File: src/rtl/fetch_line_buffer_if.sv
// Fetch line buffer bus: redirect input, fetcher load port and decoder instruction port.
// slave = line buffer side, master = environment side (fetcher, decoder, redirect source).
interface fetch_line_buffer_if #(
  parameter int BUS_DATA_WIDTH = 64,
  parameter int LINE_WIDTH     = 512,
  parameter int INSTR_WIDTH    = 32
);
  logic                      redirect_valid;
  logic [BUS_DATA_WIDTH-1:0] redirect_pc;
  logic                      ld_enable;
  logic [BUS_DATA_WIDTH-1:0] ld_addr;
  logic                      ld_ready;
  logic [LINE_WIDTH-1:0]     ld_data;
  logic                      instr_valid;
  logic                      instr_ready;
  logic [INSTR_WIDTH-1:0]    instr;
  logic [BUS_DATA_WIDTH-1:0] instr_pc;

  modport slave (
    input  redirect_valid,
    input  redirect_pc,
    output ld_enable,
    output ld_addr,
    input  ld_ready,
    input  ld_data,
    output instr_valid,
    input  instr_ready,
    output instr,
    output instr_pc
  );

  modport master (
    output redirect_valid,
    output redirect_pc,
    input  ld_enable,
    input  ld_addr,
    output ld_ready,
    output ld_data,
    input  instr_valid,
    output instr_ready,
    input  instr,
    input  instr_pc
  );
endinterface

File: src/rtl/fetch_line_buffer.sv
// Instruction-fetch line buffer: holds one 64-byte line, serves 32-bit words to decode.
// Ports: clk, reset (sync, high), bus (slave): redirect, ld_* fetcher port, instr_* port.
module fetch_line_buffer #(
  parameter int BUS_DATA_WIDTH = 64,
  parameter int LINE_WIDTH     = 512,
  parameter int INSTR_WIDTH    = 32,
  parameter logic [BUS_DATA_WIDTH-1:0] RESET_PC = '0
) (
  input  logic          clk,
  input  logic          reset,
  fetch_line_buffer_if.slave bus
);

  localparam int TW = BUS_DATA_WIDTH - 6;

  typedef enum logic [2:0] {
    IDLE,
    REQ,
    ARM,
    WAIT,
    SERVE
  } state_e;

  state_e state_q, state_d;

  logic [BUS_DATA_WIDTH-1:0] pc_q, pc_d;
  logic [LINE_WIDTH-1:0]     line_q, line_d;
  logic [TW-1:0]             tag_q, tag_d;
  logic                      line_valid_q, line_valid_d;
  logic                      stale_q, stale_d;
  logic                      ld_enable_q, ld_enable_d;
  logic [BUS_DATA_WIDTH-1:0] ld_addr_q, ld_addr_d;
  logic                      instr_valid_q, instr_valid_d;

  logic [BUS_DATA_WIDTH-1:0] redir_pc;
  logic [TW-1:0]             redir_tag;
  logic [BUS_DATA_WIDTH-1:0] pc_inc;
  logic [3:0]                widx;
  logic                      xfer;

  // word-aligned redirect target; low two bits dropped
  assign redir_pc  = bus.redirect_pc & ~BUS_DATA_WIDTH'(3);
  assign redir_tag = redir_pc[BUS_DATA_WIDTH-1:6];
  assign pc_inc    = pc_q + BUS_DATA_WIDTH'(4);
  assign widx      = pc_q[5:2];
  assign xfer      = instr_valid_q & bus.instr_ready;

  always_comb begin
    state_d      = state_q;
    pc_d         = pc_q;
    line_d       = line_q;
    tag_d        = tag_q;
    line_valid_d = line_valid_q;
    stale_d      = stale_q;

    unique case (state_q)
      IDLE: begin
        state_d = REQ;
        if (bus.redirect_valid) begin
          pc_d = redir_pc;
        end
      end

      REQ: begin
        tag_d        = pc_q[BUS_DATA_WIDTH-1:6];
        stale_d      = 1'b0;
        line_valid_d = 1'b0;
        state_d      = ARM;
        if (bus.redirect_valid) begin
          pc_d    = redir_pc;
          stale_d = redir_tag != pc_q[BUS_DATA_WIDTH-1:6];
        end
      end

      // fetcher may still show the previous line's ready here
      ARM: begin
        state_d = WAIT;
        if (bus.redirect_valid) begin
          pc_d    = redir_pc;
          stale_d = redir_tag != tag_q;
        end
      end

      WAIT: begin
        if (bus.redirect_valid) begin
          pc_d    = redir_pc;
          stale_d = redir_tag != tag_q;
        end
        // a redirect landing with ld_ready also discards the line
        if (bus.ld_ready) begin
          if (stale_d) begin
            state_d = REQ;
          end else begin
            line_d       = bus.ld_data;
            line_valid_d = 1'b1;
            state_d      = SERVE;
          end
        end
      end

      SERVE: begin
        if (bus.redirect_valid) begin
          pc_d = redir_pc;
          if (!(line_valid_q && redir_tag == tag_q)) begin
            state_d = REQ;
          end
        end else if (xfer) begin
          pc_d = pc_inc;
          if (widx == 4'd15) begin
            state_d = REQ;
          end
        end
      end

      default: state_d = IDLE;
    endcase

    ld_enable_d   = state_d == REQ;
    ld_addr_d     = ld_addr_q;
    if (state_d == REQ) begin
      ld_addr_d = {pc_d[BUS_DATA_WIDTH-1:6], 6'b0};
    end
    instr_valid_d = state_d == SERVE;
  end

  always_ff @(posedge clk) begin
    if (reset) begin
      state_q       <= IDLE;
      pc_q          <= RESET_PC;
      line_q        <= '0;
      tag_q         <= '0;
      line_valid_q  <= 1'b0;
      stale_q       <= 1'b0;
      ld_enable_q   <= 1'b0;
      ld_addr_q     <= '0;
      instr_valid_q <= 1'b0;
    end else begin
      state_q       <= state_d;
      pc_q          <= pc_d;
      line_q        <= line_d;
      tag_q         <= tag_d;
      line_valid_q  <= line_valid_d;
      stale_q       <= stale_d;
      ld_enable_q   <= ld_enable_d;
      ld_addr_q     <= ld_addr_d;
      instr_valid_q <= instr_valid_d;
    end
  end

  assign bus.ld_enable   = ld_enable_q;
  assign bus.ld_addr     = ld_addr_q;
  assign bus.instr_valid = instr_valid_q;
  assign bus.instr       = instr_valid_q ?
                           line_q[widx*INSTR_WIDTH +: INSTR_WIDTH] : '0;
  assign bus.instr_pc    = instr_valid_q ? pc_q : '0;

endmodule

File: src/flat_wrapper.sv
// flat-port wrapper written by rule: the top's interface ports become plain ports
module fetch_line_buffer_flat 
#(
  parameter int BUS_DATA_WIDTH = 64,
  parameter int LINE_WIDTH     = 512,
  parameter int INSTR_WIDTH    = 32,
  parameter logic [BUS_DATA_WIDTH-1:0] RESET_PC = '0
)
  (clk, reset, bus_redirect_valid, bus_redirect_pc, bus_ld_enable, bus_ld_addr, bus_ld_ready, bus_ld_data, bus_instr_valid, bus_instr_ready, bus_instr, bus_instr_pc);
  fetch_line_buffer_if #(.BUS_DATA_WIDTH(BUS_DATA_WIDTH), .LINE_WIDTH(LINE_WIDTH), .INSTR_WIDTH(INSTR_WIDTH)) bus_i ();
  input  logic clk;
  input  logic reset;
  input wire logic [$bits(bus_i.redirect_valid)-1:0] bus_redirect_valid;
  input wire logic [$bits(bus_i.redirect_pc)-1:0] bus_redirect_pc;
  output wire logic [$bits(bus_i.ld_enable)-1:0] bus_ld_enable;
  output wire logic [$bits(bus_i.ld_addr)-1:0] bus_ld_addr;
  input wire logic [$bits(bus_i.ld_ready)-1:0] bus_ld_ready;
  input wire logic [$bits(bus_i.ld_data)-1:0] bus_ld_data;
  output wire logic [$bits(bus_i.instr_valid)-1:0] bus_instr_valid;
  input wire logic [$bits(bus_i.instr_ready)-1:0] bus_instr_ready;
  output wire logic [$bits(bus_i.instr)-1:0] bus_instr;
  output wire logic [$bits(bus_i.instr_pc)-1:0] bus_instr_pc;
  assign bus_i.redirect_valid = bus_redirect_valid;
  assign bus_i.redirect_pc = bus_redirect_pc;
  assign bus_ld_enable = bus_i.ld_enable;
  assign bus_ld_addr = bus_i.ld_addr;
  assign bus_i.ld_ready = bus_ld_ready;
  assign bus_i.ld_data = bus_ld_data;
  assign bus_instr_valid = bus_i.instr_valid;
  assign bus_i.instr_ready = bus_instr_ready;
  assign bus_instr = bus_i.instr;
  assign bus_instr_pc = bus_i.instr_pc;
  fetch_line_buffer #(.BUS_DATA_WIDTH(BUS_DATA_WIDTH), .LINE_WIDTH(LINE_WIDTH), .INSTR_WIDTH(INSTR_WIDTH), .RESET_PC(RESET_PC)) u_core (.clk(clk), .reset(reset), .bus(bus_i));
endmodule
File: config.mk
export PLATFORM = sky130hd
export DESIGN_NAME = fetch_line_buffer_flat
export DESIGN_NICKNAME = d
export VERILOG_FILES = /design/src/rtl/fetch_line_buffer_if.sv /design/src/rtl/fetch_line_buffer.sv /design/src/flat_wrapper.sv
export SDC_FILE = /design/constraint.sdc
export NUM_CORES = 2
export LEC_CHECK = 0
export BUFFER_PORTS_ARGS = -buffer_cell sky130_fd_sc_hd__buf_2
export CORE_AREA = 2 2 287 289
export DETAILED_ROUTE_END_ITERATION = 16
export DIE_AREA = 0 0 289 291
export GPL_TIMING_DRIVEN = 0
export MAX_ROUTING_LAYER = met4
export PLACE_DENSITY = 0.61
export SYNTH_ARGS = -nofsm -noshare
export SYNTH_HDL_FRONTEND = slang
export SYNTH_SLANG_ARGS = --single-unit
File: constraint.sdc
create_clock -name clk -period 4.91 [get_ports clk]
set_clock_uncertainty 0.15 [all_clocks]
set_input_delay 0.491 -clock clk [delete_from_list [all_inputs] [get_ports clk]]
set_output_delay 0.491 -clock clk [all_outputs]
set_load 0.03 [all_outputs]
# Word-level counts from Yosys, hierarchy flattened
# Index checks and enable logic that the tools add are counted.
# word_totals
regBits	699
in_bits	581
output_inout_bits	162
elab_cells	57
# op_classes
add_sub_neg	1
n_eq_ne	14
shifts	1
muxes	20
n_bitwise	2
reduce_logical	9
# ops
cell	count
$shiftx 512x10->32	1
$mux 64	4
$pmux 64 s2	1
$ne 58x58->1	2
$add 64x3->64 const B	1
$eq 58x58->1	1
$mux 32	1
$mux 3	6
$pmux 3 s5	1
$reduce_and 3->1	3
$eq 3x1->1 const B	2
$eq 3x2->1 const B	2
$eq 3x3->1 const B	2
$mux 1	5
$eq 4x4->1 const B	1
$ne 2x2->1 const B	2
$reduce_bool 2->1	2
$reduce_or 4->1	1
$logic_not 3->1	1
$ne 3x2->1 const B	1
$pmux 1 s3	1
$reduce_bool 3->1	1
$ne 2x1->1 const B	1
$pmux 1 s2	1
3 further kinds	3

# Longest topological paths before layout
# logic_depth
word_depth	7
ltp_mapped	10
mapped_depth_nobuf	8

# Worst setup path after synthesis
# No wires, ideal clock.
# synth_path
kind	reg2out
startpoint	register u_core.pc_q[2]
endpoint	output bus_instr[0]
arrival_time_ns	2.579
t_required_ns	4.269
path_slack_ns	1.690
stages_incl_launch_ff	7
n_path_buf	3
path_cell_list	dfxtp_1 -> clkbuf_1 -> buf_2 -> buf_1 -> mux4_2 -> mux4_2 -> and2_1
# synth_between
elab_chain_len	2
# synth_rtl
element	line_no	text
from (decl)	fetch_line_buffer.sv:26	logic [BUS_DATA_WIDTH-1:0] pc_q, pc_d;
from (signal assigned)	fetch_line_buffer.sv:139	pc_q <= pc_d;
$shiftx 512x10->32	fetch_line_buffer.sv:154	line_q[widx*INSTR_WIDTH +: INSTR_WIDTH] : '0;
$mux 32	fetch_line_buffer.sv:153	assign bus.instr = instr_valid_q ?
to (decl)	flat_wrapper.sv:21	output wire logic [$bits(bus_i.instr)-1:0] bus_instr;
# Every way passes these cells.

# Final worst setup path
# layout_path
startpoint	register u_core.pc_q[3]
endpoint	output bus_instr[5]
# Same word-level chain as after synthesis.

==> results.py <==
metrics = {
    "worst_setup_path": {
        "r2r-end": "u_core.line_q[510]",
        "cp_slowest_cell": "clkbuf_1",
        "worstSetupStartpointType": "flip-flop",
        "crit_path_end": "bus_instr[5]",
        "critPathCaptureType": "primary output",
        "path_class": "flip-flop to primary output",
        "r2r_slack_ps": 410,
        "critPathArrivalTime_ps": 4180,
        "rr_startpoint": "u_core.tag_q[24]",
        "worstPathRequired_ps": 4270,
        "crit_chain": "clkbuf_1 > clkbuf_2 > clkbuf_1 > mux4_2 > mux4_2 > and2_1 > buf_2",
        "crit_start": "u_core.pc_q[3]",
        "cp.depth": 7,
        "crit_buf_inv": 4,
        "cpPeakStageDelay_ps": 710,
        "r2r_cells": 9,
        "crit_family": "buffers and inverters",
        "worstPathMaxFanout": 10,
    },
    "timing": {
        "worstMarginPinSlew_ps": 1550,
        "tns_ps": 0,
        "finalWorstSetupSlack_ps": 90.9,
        "post-route-min-period_ps": 4820,
        "finalMaxSlewViolations": 11,
        "worst_hold_slack_ps": 22.9,
        "hold_violations": 0,
        "max_freq_ghz": 0.208,
        "relSlewSlack_pct": -3.98,
        "rsz0062_at_grt": "no",
        "min_period_over_period_pct": 98.1,
        "setup_viol": 0,
    },
    "logic_synthesis": {
        "synth_seq_cells": 697,
        "synth.top_cell.area_share_pct": 43.5,
        "synthArstFlopShare_pct": 0,
        "synth.area.top_cells": "dfxtp_1 (44%), nand2_1 (14%), mux4_2 (11%)",
        "yosysUniqueCellTypes": 66,
        "netlist_area_um2": 32100,
        "synth_ff_type": "dfxtp_1",
        "seq_area_frac_synth_pct": 43.5,
        "synth_top_family_by_area": "simple AND/OR/NAND/NOR gates",
        "syn_area_per_cell_um2": 8.46,
        "synth.largest_area_cell": "dfxtp_1",
        "synth-edff-count": 0,
        "synth_fa_ha_area_share_pct": 0.0390,
        "synthXorXnorAreaFrac_pct": 3.31,
        "synth.area.mux_share_pct": 13.5,
        "synth-simple-area-share_pct": 22.2,
        "synth_cells": 3792,
        "synth_compound_area_share_pct": 12.9,
        "ys_warn_count": 0,
    },
    "pwr": {
        "p_per_area_nw_per_um2": 318,
        "p_seq_share_pct": 42.4,
        "pwr-share-comb_pct": 15.0,
        "swShare_pct": 28.0,
        "vdd_drop_max_mv": 0.257,
        "leakagePower_uw": 0.0169,
        "p_clk_share_pct": 42.7,
        "p_int_uw": 10100,
        "switchingPower_uw": 3930,
    },
    "routing": {
        "drc_errors": 0,
        "drt-total-wl_um": 164000,
        "viasPerCell": 5.68,
        "wl_per_cell_um": 26.6,
        "drt_iter0_markers": 3800,
        "vias": 35160,
        "antenna_left": 0,
        "dr.pass1.iters": 6,
    },
    "global_routing": {
        "antenna_found_initial": 18,
        "grt_max_degree": 14,
        "overflow": 0,
        "grt_pass1_vias": 33517,
        "grtUsageTotal_pct": 38.9,
        "grt_pass1_wl_um": 229000,
    },
    "clock_network": {
        "cts.sinks": 697,
        "clk_path_buf_depth": 3,
        "path_clk_slew_ps": 60,
        "cts_tree": "done",
        "clockRootBuffer": "clkbuf_16",
        "worstSkewPairLatency_ps": 640,
        "numCtsBuffers": 77,
        "htreeDepth": 3,
    },
    "die": {
        "die_w_um": 289,
        "fp.coreArea_um2": 81200,
        "initial_utilization_pct": 39.5,
        "die_y_um": 291,
        "design.portCount": 743,
        "rows": 105,
        "fp.dieArea_um2": 84100,
    },
    "status": {
        "violations": "max-capacitance violations, max-slew violations",
        "status": "finished with violations",
    },
    "finish": {
        "fill_cells": 7537,
        "synthToLayoutAreaGrowth_pct": 37.7,
        "drive_gt1_share_pct": 23.7,
        "fin_nets": 5631,
    },
    "placement": {
        "dp_hpwl_um": 125000,
        "portBuffers": 731,
        "dp_slack_ps": 202,
        "globalplace.congestion": 1.11,
    },
    "worst_hold_path": {
        "hold_path.class": "input pin to flip-flop",
        "hp-start": "bus_ld_data[209]",
    },
    "flow_run": {
        "maxCapViolations": 1,
    },
}
metrics by stage:
step / area, um2 / power (uW) / instances / utilization, %
after CTS: 44100 / 14000 / 6173 / 54.3
after detailed placement: 37100 / 7810 / 5600 / 45.7
after global routing: 44100 / 14400 / 6185 / 54.4
after floorplan: 32100 / 6950 / 3799 / -
final: 44100 / 14000 / 6186 / 54.4
after global placement: 37100 / 7810 / 5600 / 45.7
routing by layer:
layer,track usage [%],up-vias,wire (um)
met5,-,-,0
met4,21.5,0,10700
met3,6.58,526,15900
met2,58.7,2332,73000
met1,49.4,16859,64800
li1,-,15443,-
Yosys cell counts (5+ instances only):
cell type  count
and3_1        12
or2_2          9
a31oi_1       14
nor4_1        39
nand2_1     1189
mux2i_1        5
o21bai_1       5
o21ai_0       33
xor2_1        82
mux4_2       160
o311a_1        8
a22oi_1       12
buf_4         14
nand3_1       41
inv_1          5
nand4_1       28
a2111oi_0     12
dfxtp_1      697
nor2_1       116
buf_2         80
a311oi_1       6
or3_1          6
clkbuf_1     219
o31a_1         5
nor2b_1       58
and2_1       102
xnor2_1       39
a21oi_1      598
o22ai_1       17
buf_1         21
a211oi_1      10
nor3_1        30
mux2_2        58
cell families (layout without fill, tap and decap cells):
family,Yosys count,in the layout
muxes,225,225
AOI/OAI and AO/OA,750,750
DFF,697,697
buffers and inverters,342,1649
xor gates and xnor gates,121,121
adders and majority gates,1,1
other,1,18
and+or+nand+nor,1655,1655
worst min path at each step:
| stage | to | slack [ps] | cells after the start |
|---|---|---|---|
| final | u_core.line_q[209] | 20 | 3 |
| after global routing | u_core.line_q[209] | 4 | 3 |
| after CTS | u_core.line_q[49] | 0.1 | 3 |
| after detailed placement | u_core.line_q[192] | 290 | 2 |
| after global placement | u_core.line_q[69] | 290 | 2 |
| after floorplan | u_core.line_q[192] | 280 | 2 |
repair_timing:
item | CTS | global route
buffers inserted | 0 | 0
hold buffers | 437 | 3
endpoints found under the setup margin | 32 | 0
resized for setup | 11 | 0
hold endpoints to repair | 437 | 3
power groups by stage:
stage	sequential, uW	combinational (uW)	clock (uW)
after global routing	5960	2180	6250
after CTS	5940	2030	6010
after global placement	6060	1750	0
after detailed placement	6070	1750	0
after floorplan	6140	813	0
final	5950	2100	5990
worst min-delay path, delay by kind of cell:
family / cells / cell delay (ps)
buffers and inverters: 1 / 100
AO/OA/AOI/OAI: 1 / 70
AND/OR/NAND/NOR: 1 / 110
cell usage in the layout, fill, tap and decap left out, types with 17 or more instances in the layout:
cell type and count:
nand3_1 41, nand4_1 28, nand2_1 1189, xor2_1 82, nor4_1 39, nor2_1 116, mux4_2 160, xnor2_1 39
mux2_2 58, a21oi_1 598, buf_2 811, dlygate4sd3_1 440, nor3_1 30, clkbuf_1 230, clkbuf_16 77, o21ai_0 33
nor2b_1 58, o22ai_1 17, buf_1 17, and2_1 102, dfxtp_1 697
sequential cells by signal, indices dropped and copies added (netlist names):
signal / flops
u_core.bus.ld_addr: 58
u_core.bus.instr_valid: 1
u_core.stale_q: 1
u_core.tag_q: 58
u_core.bus.ld_enable: 1
u_core.pc_q: 62
u_core.line_q: 512
u_core.line_valid_q: 1
u_core.state_q: 3
cell type report:
cell class              count  area [um2]  share of cell area (%)
clock buffers             107        2200                    4.98
diodes                     10        25.0                  0.0567
well taps                1070        1340                    3.03
clock inverters            29         389                   0.882
flip-flops and latches    697       14000                    31.6
inverters                   7        26.3                  0.0595
plain buffers             335        1450                    3.29
multi-input cells        2760       16700                    37.8
repair buffers           1171        8060                    18.3
No activity file was read; power rests on OpenSTA's default activity.
